$ cat src/rtl/grid_line_clear.sv
// grid_line_clear: bottom-up scan of a row-major byte grid that removes full rows.
// Optional GRID_LC_TOTAL_EN adds a saturating running total of cleared lines.
module grid_line_clear #(
    parameter int NUM_ROWS = 16,
    parameter int NUM_COLS = 10
) (
    input  logic        clk,
    input  logic        rst_n,
    input  logic        start,
    output logic        busy,
    output logic        done,
    output logic [4:0]  lines_cleared,
    output logic [7:0]  mem_addr_a,
    output logic [7:0]  mem_data_a,
    output logic        mem_we_a,
    output logic [7:0]  mem_addr_b,
    input  logic [7:0]  mem_q_b
`ifdef GRID_LC_TOTAL_EN
    ,
    output logic [15:0] total_lines
`endif
);

    typedef enum logic [2:0] {
        IDLE,
        SCAN,
        SHIFT,
        CLEAR_TOP,
        DONE
    } state_t;

    localparam logic [3:0] TOP_ROW  = 4'(NUM_ROWS - 1);
    localparam logic [4:0] LAST_CNT = 5'(NUM_COLS);
    localparam logic [4:0] LAST_COL = 5'(NUM_COLS - 1);

    state_t     state;
    logic [3:0] row;
    logic [3:0] dst;
    logic [4:0] cnt;
    logic       full_acc;
    logic       q_nz;
    logic       row_full;
    logic [3:0] col_next;

    assign q_nz     = |mem_q_b;
    assign row_full = full_acc & q_nz;
    assign col_next = cnt[3:0] + 4'd1;

    // Shift copies read data straight through; every other write is a clear.
    assign mem_data_a = (state == SHIFT) ? mem_q_b : 8'h00;

    always_ff @(posedge clk or negedge rst_n) begin
        if (!rst_n) begin
            state         <= IDLE;
            row           <= '0;
            dst           <= '0;
            cnt           <= '0;
            full_acc      <= 1'b1;
            busy          <= 1'b0;
            done          <= 1'b0;
            lines_cleared <= '0;
            mem_we_a      <= 1'b0;
            mem_addr_a    <= '0;
            mem_addr_b    <= '0;
        end else begin
            unique case (state)
                IDLE: begin
                    mem_we_a <= 1'b0;
                    done     <= 1'b0;
                    if (start) begin
                        state         <= SCAN;
                        busy          <= 1'b1;
                        lines_cleared <= '0;
                        row           <= TOP_ROW;
                        cnt           <= '0;
                        full_acc      <= 1'b1;
                        mem_addr_b    <= {TOP_ROW, 4'd0};
                    end
                end

                SCAN: begin
                    // Data for column cnt-1 arrives while cnt is presented.
                    if (cnt != 5'd0) begin
                        full_acc <= row_full;
                    end
                    if (cnt != LAST_CNT) begin
                        cnt <= cnt + 5'd1;
                        if (cnt != LAST_COL) begin
                            mem_addr_b <= {row, col_next};
                        end
                    end else begin
                        cnt      <= '0;
                        full_acc <= 1'b1;
                        if (row_full && row != 4'd0) begin
                            state      <= SHIFT;
                            dst        <= row;
                            mem_addr_b <= {row - 4'd1, 4'd0};
                        end else if (row_full) begin
                            state      <= CLEAR_TOP;
                            mem_we_a   <= 1'b1;
                            mem_addr_a <= '0;
                        end else if (row != 4'd0) begin
                            row        <= row - 4'd1;
                            mem_addr_b <= {row - 4'd1, 4'd0};
                        end else begin
                            state <= DONE;
                            busy  <= 1'b0;
                            done  <= 1'b1;
                        end
                    end
                end

                SHIFT: begin
                    if (cnt != LAST_CNT) begin
                        cnt        <= cnt + 5'd1;
                        mem_we_a   <= 1'b1;
                        mem_addr_a <= {dst, cnt[3:0]};
                        if (cnt != LAST_COL) begin
                            mem_addr_b <= {dst - 4'd1, col_next};
                        end
                    end else begin
                        cnt <= '0;
                        if (dst != 4'd1) begin
                            dst        <= dst - 4'd1;
                            mem_we_a   <= 1'b0;
                            mem_addr_b <= {dst - 4'd2, 4'd0};
                        end else begin
                            state      <= CLEAR_TOP;
                            mem_we_a   <= 1'b1;
                            mem_addr_a <= '0;
                        end
                    end
                end

                CLEAR_TOP: begin
                    if (cnt != LAST_COL) begin
                        cnt        <= cnt + 5'd1;
                        mem_addr_a <= {4'd0, col_next};
                    end else begin
                        cnt        <= '0;
                        mem_we_a   <= 1'b0;
                        state      <= SCAN;
                        full_acc   <= 1'b1;
                        mem_addr_b <= {row, 4'd0};
                        if (lines_cleared != 5'd31) begin
                            lines_cleared <= lines_cleared + 5'd1;
                        end
                    end
                end

                DONE: begin
                    done  <= 1'b0;
                    state <= IDLE;
                end

                default: begin
                    state    <= IDLE;
                    busy     <= 1'b0;
                    done     <= 1'b0;
                    mem_we_a <= 1'b0;
                end
            endcase
        end
    end

`ifdef GRID_LC_TOTAL_EN
    logic [16:0] total_sum;

    assign total_sum = {1'b0, total_lines} + 17'(lines_cleared);

    always_ff @(posedge clk or negedge rst_n) begin
        if (!rst_n) begin
            total_lines <= '0;
        end else if (state == DONE) begin
            total_lines <= total_sum[16] ? 16'hFFFF : total_sum[15:0];
        end
    end
`endif

endmodule
$ cat config.mk
export PLATFORM = sky130hd
export DESIGN_NAME = grid_line_clear
export DESIGN_NICKNAME = d
export VERILOG_FILES = /design/src/rtl/grid_line_clear.sv
export SDC_FILE = /design/constraint.sdc
export NUM_CORES = 1
export LEC_CHECK = 0
export ABC_AREA = 1
export BUFFER_PORTS_ARGS = -buffer_cell sky130_fd_sc_hd__buf_4
export CORE_UTILIZATION = 35
export CTS_BUF_LIST = sky130_fd_sc_hd__clkbuf_4 sky130_fd_sc_hd__clkbuf_8
export CTS_CLUSTER_DIAMETER = 40
export CTS_CLUSTER_SIZE = 25
export DETAILED_ROUTE_END_ITERATION = 7
export SLEW_MARGIN = 25
export SYNTH_ARGS = -nofsm -noshare
export SYNTH_HDL_FRONTEND = slang
export SYNTH_SLANG_ARGS = --single-unit
$ cat constraint.sdc
create_clock -name clk -period 2.1 [get_ports clk]
set_input_delay 0.105 -clock clk [delete_from_list [all_inputs] [get_ports clk]]
set_output_delay 0.105 -clock clk [all_outputs]
set_load 0.05 [all_outputs]
# Word-level counts from Yosys, hierarchy flattened
# Index checks and enable logic that the tools add are counted.
# classes
add_sub_neg	6
eq_ne	30
muxes	68
bitwise_logic	4
n_reduce_logical	26
# op_table
operator	n
8-bit two-way mux	17
4-bit two-way mux	9
8-bit one-hot mux with 4 select lines	1
2-bit inequality test (second input constant)	13
5-bit two-way mux	5
3-bit two-way mux	8
8-bit one-hot mux with 3 select lines	1
6-bit AND reduction	4
1-bit two-way mux	18
4-bit one-hot mux with 2 select lines	2
5-bit one-hot mux with 3 select lines	1
5-bit AND reduction	3
4-bit inequality test (second input constant)	3
3-bit one-hot mux with 4 select lines	1
5-bit by 1-bit adder with 5-bit output (second input constant)	2
5-bit by 4-bit inequality test with 1-bit output (second input constant)	2
5-bit one-hot mux with 2 select lines	1
3-bit inequality test (second input constant)	3
3-bit nonzero test	3
4-bit AND reduction	2
8-bit AND reduction	1
4-bit nonzero test	2
8-bit OR reduction	1
4-bit by 1-bit subtractor with 4-bit output (second input constant)	2
other kinds (22)	29
# totals
reg_bits	41
in_bits	11
out_inout_bits	32

# Longest topological paths before layout
# Gate-level depths: netlist of run 1.
# logic_depth
ltp_word	6
ltp_mapped	13
mapped_depth_nobuf	11

# Worst setup path before layout of run 1
# No wires, ideal clock.
# synth_timing
path_type	register to register
start	register lines_cleared[0]
end	register lines_cleared[0]
setup_time_ps	119
arrival_time_ps	1697
required_time_ps	1981
path_slack_ps	284
path_stages_with_launch	9
path_buffers	0
cell_sequence	dfrtp_1 ha_1 nand2_1 nor2_1 ha_1 nor2_1 nor2_1 nor2_4 o21a_1
# synth_via
elab_chain_len	4
elab_cells_between_ends	7
classes_between	add/sub (1); eq/ne (2); mux (3); reduce/logical (1)
# synth_lines
item	line	rtl
start: declaration	12	output logic [4:0] lines_cleared,
start signal: assignment	146	lines_cleared <= lines_cleared + 5'd1;
5-bit by 1-bit adder with 5-bit output	146	
5-bit two-way mux	145	if (lines_cleared != 5'd31) begin
5-bit two-way mux	136	if (cnt != LAST_COL) begin
5-bit one-hot mux with 2 select lines	66	unique case (state)
# Parallel ways exist; a longest one is shown, timed or not. The select of a mux whose other input is x is not followed.
# A chain may end at the register's enable or synchronous reset.

# Worst setup path after layout of run 1
# layout_timing
start	register cnt[0]
end	register cnt[0]
# layout_via
elab_chain_len	3
elab_cells_between_ends	6
classes_between	add/sub (1); eq/ne (2); mux (3)
# layout_lines
item	line	rtl
start: declaration	39	logic [4:0] cnt;
start signal: assignment	87	cnt <= cnt + 5'd1;
start signal: assignment	115	cnt <= cnt + 5'd1;
start signal: assignment	137	cnt <= cnt + 5'd1;
5-bit by 1-bit adder with 5-bit output (tied with other cells)	87, 115, 137	
5-bit two-way mux (on tied branches)	136, 86, 114	
5-bit one-hot mux with 3 select lines (*)	66	
# Mark *: on every way between the ends. The rest lies on a longest branch, timed or not.

==> run_results.csv, run 1 <==
group,metric,value,unit
setup_path,cp_data_arrival_time,2050,ps
setup_path,crit_path_end_kind,"register",
synthesis,yosys_warnings,0,
synthesis,synth_nets,415,
grt,antenna_found_initial,0,
finish,instances_no_fill,539,
setup_path,reg2reg_to,"cnt[0]",
placement,port_buffers,42,
synthesis,ys_types,33,
timing,rsz0062_at_grt,"false",
min_path,holdCritStartpoint,"start",
min_path,hold_path_end,"busy",
synthesis,ys_seq_elements,41,
synthesis,syn_avg_cell_area,6.98,um^2
synthesis,yosys-top-cells-count,"nand2_1 (137), nor2_1 (44), dfrtp_1 (40)",
synthesis,netlist.area_leader.share,0.366,
power_and_ir_drop,p_per_area,1510,nW/um^2
timing,relSlewSlack,0.658,
timing,slew_violations,0,
timing,finalSetupViolCount,0,
setup_path,timing.rr.start,"cnt[0]",
setup_path,critPathKind,"register to register",
drt,first_pass_iters,6,
run,maxCapViolations,0,
grt,grt_max_degree,42,
grt,grt_pass1_vias,2561,
timing,clock.fmax,529,MHz
drt,finalWirelength,6840,um
synthesis,yosys.area.top_type,"dfrtp_1",
timing,finalSetupTns,0,ps
finish,fillCellCount,777,
timing,fin_crit_sh,0.901,
drt,vias_per_cell,4.87,
floorplanning,start_util,0.369,
synthesis,synth_cells,392,
outcome,outcome,"completed",
finish,layout-drive-gt1-share,0.193,
floorplanning,num_rows,31,
finish,fin_nets,462,
timing,hold_viol,0,
clock_network,cts_tree,"done",
placement,gp_congestion,0.917,
placement,dpl.hpwl,5330,um
floorplanning,die_h,90.4,um
power_and_ir_drop,peakVddDrop,0.522,mV
placement,post-place-ws,135,ps
clock_network,htree_levels,2,
min_path,holdPathStages,5,
clock_network,path_clk_slew,80,ps
synthesis,synth_ff_type,"dfrtp_1",
timing,fin_crit,1890,ps
floorplanning,fp.dieW,90.4,um
timing,setup_ws,208,ps
timing,fin_skew,8.97,ps
min_path,hold_class,"input pin to register",
floorplanning,dieArea,8180,um^2
floorplanning,core,7410,um^2
power_and_ir_drop,power.leakage,0.00176,uW
setup_path,cp_max_fo,8,
synthesis,synth-seq-area-share,0.375,
finish,antenna_cells,0,
synthesis,syn_area,2740,um^2
drt,vias,2624,
clock_network,clk-insertion-delay-late,300,ps
clock_network,clockBufferDepth,2,
clock_network,cts_sinks,41,
grt,grt_pass1_wl,12000,um
synthesis,ys_top_cells_by_area,"dfrtp_1 (37%), nand2_1 (19%), nand3_1 (6.0%)",
synthesis,async_flop_share,1.00,
clock_network,clock-root-buffer,"clkbuf_8",
setup_path,r2r_slack,210,ps
placement,dp_cells,530,
setup_path,required,2260,ps
synthesis,synth_edf_count,0,
grt,overflow,0,
setup_path,startpoint_type,"register",
grt,grtUsageTotal,0.184,
drt,wl_per_cell,12.7,um
drt,drc_errors,0,
drt,ant_nets,0,
clock_network,numCtsBuffers,5,
synthesis,synth.most_common_cell,"nand2_1",
timing,max_slew.worst_pin.slew,513,ps
finish,area_growth,19.0,%
setup_path,r2r_cells,9,
floorplanning,ios,43,
drt,drtIter0Drc,177,
worst max path at each step:
stage / startpoint / end / slack [ps] / cells past startpoint
floorplan: lines_cleared[0] / lines_cleared[0] / 280 / 8
global placement: cnt[0] / cnt[0] / 210 / 9
detailed placement: cnt[0] / cnt[0] / 130 / 9
CTS: cnt[0] / cnt[0] / 100 / 9
global route: cnt[0] / cnt[0] / 20 / 9
finish: cnt[0] / cnt[0] / 210 / 9
area by class of cell:
class                      count  area [um^2]  area share
multi-input combinational    298         1490       0.457
sequential                    41         1030       0.316
timing repair buffer          48          363       0.111
inverter                      45          169      0.0519
tap                           99          124      0.0380
clock buffer                   5         68.8      0.0211
clock inverter                 3         17.5     0.00538
registers in the layout, summed over array words and instances, names as in the netlist:
register,flops
busy,1
state,3
full_acc,1
dst,4
done,1
row,4
lines_cleared,5
mem_addr_a,8
mem_addr_b,8
mem_we_a,1
cnt,5
metal layers:
layer	routed length, um	part of all wire	track usage
met1	3370	0.49	0.252
met2	2920	0.43	0.281
met3	404	0.059	0.0337
met4	153	0.022	0.0806
met5	0	0	0
cell families (layout without fill, tap and decap cells):
group                      Yosys count  after routing  share of synthesized area
DFF                                 41             41                      0.375
buffers and inverters               53            101                     0.0832
adders and majority gates           12             12                     0.0549
AOI/OAI and AO/OA                   39             39                     0.0851
and+or+nand+nor                    241            241                      0.382
xor gates and xnor gates             6              6                     0.0192
layout by cell type, fill, tap and decap left out, types with 2 or more instances in the layout:
master and count:
inv_1 36, xnor2_1 3, o21ai_1 4, xor2_1 3
nor3_1 2, a21oi_1 4, nand2_2 5, nand2_1 137
dfrtp_1 40, nor2_1 44, o22ai_1 4, nor2_4 4
o21ai_0 18, clkinv_2 2, nand3_1 33, clkbuf_8 5
nor2_2 6, nand4_1 6, buf_4 47, inv_2 9
o21a_1 4, ha_1 12
report_power, final:
part	total, uW	leakage, uW	switching (uW)	internal, uW
logic	3100	0.00118	2140	958
registers	1300	0.000536	255	1050
clock network	527	0.0000439	297	230
total	4930	0.00176	2700	2240
worst max-delay path: stages (launching register included):
cell	delay, ps
dfrtp_1	420
inv_1	160
ha_1	190
nand2_1	90
nor2_4	230
nor2_1	140
nor2_2	270
inv_2	40
nand2_1	90
o221ai_1	120
metrics by stage:
stage | hold WS [ps] | cell area (um^2) | power [uW] | util
global placement | 124 | 3150 | 4390 | 0.426
CTS | 284 | 3250 | 4960 | 0.439
detailed placement | 125 | 3150 | 4420 | 0.426
finish | 293 | 3260 | 4930 | 0.439
global route | 325 | 3260 | 5400 | 0.439
floorplan | -191 | 2740 | 3650 | -
repair_timing:
item | CTS | global route
endpoints found under the hold margin | 40 | 0
setup endpoints to repair | 0 | 4
resized for setup | 0 | 1
buffers inserted | 0 | 0
hold buffers | 1 | 0
(Power assumes the default switching activity.)
==> run 2, diff against run 1 <==
Settings changed: CORE_UTILIZATION 35 to 45, PLACE_DENSITY set to 0.66.
==> run_results.csv, run 2 (synthesized netlist as in run 1, its figures left out) <==
group,metric,value,unit
finish,final_cell_mix,"nand2_1 (137), buf_4 (46), nor2_1 (44), dfrtp_1 (40), inv_1 (36)",
clock_network,cts_sinks,41,
drt,drtIter0Drc,115,
grt,grtUsageTotal,0.233,
finish,seqCellArea,1030,um^2
finish,finish.utilization,0.548,
clock_network,clock-root-buffer,"clkbuf_8",
outcome,outcome,"completed",
timing,slew_violations,0,
timing,rsz0062_at_grt,"false",
drt,wl_per_cell,13.2,um
drt,ant_nets,0,
grt,overflow,0,
grt,antenna_found_initial,0,
floorplanning,num_rows,28,
finish,antenna_cells,0,
drt,finalWirelength,6770,um
finish,fillCellCount,606,
timing,fin_crit_sh,0.922,
timing,max_slew.worst_pin.slew,536,ps
setup_path,r2r_slack,170,ps
power_and_ir_drop,p_per_area,1540,nW/um^2
floorplanning,core,5890,um^2
timing,fin_crit,1940,ps
finish,layout-drive-gt1-share,0.194,
setup_path,r2r_cells,10,
finish,area_growth,18.0,%
setup_path,startpoint_type,"register",
clock_network,post-cts-setup-buffers,0,
grt,grt_pass1_vias,2504,
power_and_ir_drop,peakVddDrop,0.827,mV
run,maxCapViolations,0,
finish,multi_input_area,1500,um^2
finish,largestRegisters,"mem_addr_a: 8 flops, mem_addr_b: 8 flops",
finish,fin_nets,461,
placement,dpl.hpwl,5190,um
finish,fin_area,3230,um^2
timing,fin_skew,6.24,ps
placement,gp_congestion,0.901,
floorplanning,die_h,80.0,um
placement,dp_cells,505,
finish,mostFrequentLayoutCell,"nand2_1",
setup_path,cp_max_fo,16,
timing,finalSetupTns,0,ps
clock_network,htree_levels,2,
setup_path,critPathKind,"register to output port",
floorplanning,ios,43,
min_path,holdCritStartpoint,"start",
timing,relSlewSlack,0.641,
clock_network,path_clk_slew,80,ps
placement,port_buffers,42,
grt,grt_max_degree,42,
clock_network,clk-insertion-delay-late,300,ps
min_path,holdPathStages,5,
clock_network,clockBufferDepth,2,
power_and_ir_drop,p_total,4970,uW
drt,vias_per_cell,5.06,
setup_path,timing.rr.start,"cnt[0]",
min_path,hold_class,"input pin to register",
placement,place_area,3120,um^2
setup_path,reg2reg_to,"mem_addr_b[0]",
timing,hold_viol,0,
drt,vias,2602,
clock_network,numCtsBuffers,5,
timing,finalSetupViolCount,0,
drt,first_pass_iters,5,
floorplanning,start_util,0.465,
setup_path,required,2000,ps
min_path,hold_path_end,"busy",
floorplanning,fp.dieW,80.0,um
setup_path,crit_path_end_kind,"output port",
finish,instances_no_fill,514,
setup_path,cp_data_arrival_time,1830,ps
drt,drc_errors,0,
floorplanning,dieArea,6400,um^2
timing,clock.fmax,517,MHz
power_and_ir_drop,power.leakage,0.00176,uW
clock_network,cts_tree,"done",
grt,grt_pass1_wl,11500,um
-- run 2: cell types whose count changed in the layout (fill, tap and decap cells not counted) --
cell / delta
nand3_2: +1
clkinvlp_4: -1
nand3_1: -1
nor2_2: -1
nor2_4: +1
buf_4: -1
clkbuf_4: +1
-- run 2: area by class of cell --
class / count / share of cell area
sequential: 41 / 0.318
inverter: 45 / 0.0523
tap: 75 / 0.0291
multi-input combinational: 298 / 0.464
clock buffer: 6 / 0.0236
clock inverter: 2 / 0.00310
timing repair buffer: 47 / 0.110
-- run 2: what timing repair did --
action | 4_1_cts | 5_1_grt
hold endpoints to repair | 40 | 0
resized for setup | 0 | 3
hold buffers | 1 | 0
endpoints found under the setup margin | 0 | 5
-- run 2: worst max-delay path by stage --
stage	from	to	slack, ps
6_report	state[2]	mem_data_a[7]	160
5_1_grt	state[2]	mem_data_a[7]	20
4_1_cts	cnt[0]	mem_addr_b[4]	100
3_5_place_dp	cnt[0]	mem_addr_b[4]	120
3_3_place_gp	cnt[0]	mem_addr_b[4]	140
2_1_floorplan	lines_cleared[0]	lines_cleared[0]	280
-- run 2: power breakdown --
part           switching, uW  total (uW)  internal, uW
Sequential               254        1300          1050
Clock                    281         525           244
Combinational           2180        3140           968
Total                   2710        4970          2260
-- run 2: through the flow --
step,setup slack [ps],hold WS (ps)
final,165,270
after global routing,20.0,313
after CTS,96.8,269
after detailed placement,117,120
after global placement,141,114
after floorplan,284,-191
-- run 2: worst max-delay path, cell delays in order, from the launching register on --
cell,delay [ps]
dfrtp_1,500
nor2_2,190
nand2_1,230
buf_4,280
nor2_1,110
buf_4,210
-- run 2: metal layers --
| metal | vias up | global-route usage | routed length [um] |
|---|---|---|---|
| li1 | 1336 | - | - |
| met1 | 1197 | 0.292 | 3190 |
| met2 | 61 | 0.408 | 3190 |
| met3 | 8 | 0.0354 | 311 |
| met4 | 0 | 0.0750 | 76 |
| met5 | - | 0 | 0 |
==> run 3, diff against run 2 <==
Settings changed: CORE_UTILIZATION 45 to 42, PLACE_DENSITY 0.66 to unset.
==> run_results.csv, run 3 (synthesized netlist as in run 1, its figures left out) <==
group,metric,value,unit
run,maxCapViolations,0,
setup_path,crit_path_end_kind,"register",
finish,largestRegisters,"mem_addr_a: 8 flops, mem_addr_b: 8 flops",
setup_path,cp_data_arrival_time,2070,ps
timing,finalSetupTns,0,ps
clock_network,clk-insertion-delay-late,300,ps
clock_network,cts_sinks,41,
setup_path,critical_path.cell_chain,"inv_1 > ha_1 > nand2_1 > nor2_4 > nor2_1 > nor2_2 > inv_2 > nand2_1 > o221ai_1",
timing,finalSetupViolCount,0,
min_path,hold_class,"input pin to register",
drt,drtIter0Drc,137,
clock_network,numCtsBuffers,5,
drt,vias_per_cell,4.97,
drt,ant_nets,0,
outcome,outcome,"completed",
finish,fin_nets,462,
timing,max_slew.worst_pin.slew,516,ps
drt,wl_per_cell,12.9,um
timing,clock.fmax,526,MHz
finish,antenna_cells,0,
timing,fin_crit_sh,0.905,
grt,antenna_found_initial,0,
power_and_ir_drop,p_per_area,1520,nW/um^2
timing,rsz0062_at_grt,"false",
power_and_ir_drop,p_total,4920,uW
grt,grt_max_degree,42,
drt,first_pass_iters,4,
power_and_ir_drop,peakVddDrop,0.730,mV
clock_network,htree_levels,2,
clock_network,clockBufferDepth,2,
setup_path,cp_max_fo,7,
finish,area_growth,18.2,%
clock_network,cts_tree,"done",
setup_path,required,2260,ps
timing,setup_ws,199,ps
placement,post-place-ws,194,ps
setup_path,r2r_slack,200,ps
grt,overflow,0,
timing,slew_violations,0,
timing,relSlewSlack,0.656,
clock_network,path_clk_slew,80,ps
floorplanning,dieArea,6840,um^2
setup_path,crit_top_cell,"nand2_1",
power_and_ir_drop,power.leakage,0.00176,uW
grt,grtUsageTotal,0.213,
timing,whs,275,ps
drt,vias,2569,
setup_path,worst_path_max_delay_cell,"dfrtp_1",
setup_path,startpoint_type,"register",
finish,layout-drive-gt1-share,0.195,
drt,drc_errors,0,
floorplanning,core,6310,um^2
grt,grt_pass1_vias,2366,
floorplanning,ios,43,
floorplanning,num_rows,29,
grt,grt_pass1_wl,11000,um
finish,final_cell_mix,"nand2_1 (137), buf_4 (47), nor2_1 (44), dfrtp_1 (40), inv_1 (36)",
timing,fin_crit,1900,ps
placement,dpl.hpwl,5240,um
floorplanning,die_h,82.7,um
finish,finish.utilization,0.512,
setup_path,crit_family,"simple AND/OR/NAND/NOR gates",
placement,gp_congestion,0.871,
drt,finalWirelength,6690,um
setup_path,critPathKind,"register to register",
timing,hold_viol,0,
placement,port_buffers,42,
setup_path,cp_num_buf_inv,2,
clock_network,clock-root-buffer,"clkbuf_8",
floorplanning,start_util,0.433,
setup_path,slowest_delay,420,ps
floorplanning,fp.dieW,82.7,um
timing,fin_skew,4.82,ps
finish,mostFrequentLayoutCell,"nand2_1",
## run 3: cell count changes in the layout (fill, tap and decap cells not counted), sizes merged
cell	change
buf	+1
clkinvlp	+1
clkbuf	-1
## run 3: final timing paths
kind	end	startpoint	cells after the start
setup reg to reg	cnt[0]	cnt[0]	9
hold reg to reg	mem_addr_a[3]	mem_addr_a[3]	2
setup / recovery	cnt[0]	cnt[0]	9
max in group asynchronous	full_acc	rst_n	2
hold / removal	busy	start	5
min in group asynchronous	state[2]	rst_n	2
## run 3: final cells by class
type	instances	area, um^2
clock buffer	5	68.8
clock inverter	3	17.5
fill	649	3080
inverter	45	169
multi-input combinational	298	1490
sequential	41	1030
tap	77	96.3
timing repair buffer	48	363
## run 3: metrics by stage
stage          cells  cell area, um^2
2_1_floorplan    392             2740
3_3_place_gp     508             3130
3_5_place_dp     508             3130
4_1_cts          517             3220
5_1_grt          517             3230
6_report         517             3230
## run 3: worst reg2reg max path: stages, from the launching register on
cell and delay (ps):
dfrtp_1 420, inv_1 160, ha_1 210, nand2_1 100, nor2_4 210, nor2_1 140
nor2_2 280, inv_2 50, nand2_1 90, o221ai_1 120
## run 3: metal layers
layer  share of wire  track usage  vias to the layer above
li1                -            -                     1331
met1            0.48        0.277                     1169
met2            0.45        0.351                       60
met3           0.049       0.0462                        9
met4           0.015       0.0672                        0
met5               0            0                        -
## run 3: power by group
group          internal [uW]  total (uW)  leakage (uW)  switching (uW)
registers               1050        1300      0.000536             248
clock network            229         520     0.0000439             290
logic                    963        3110       0.00118            2140
## run 3: what timing repair did
action                                  in CTS  in global routing
buffers inserted                             0                  0
gates resized for setup                      0                  2
endpoints found under the setup margin       0                  4
endpoints found under the hold margin       40                  0
hold buffers                                 1                  0
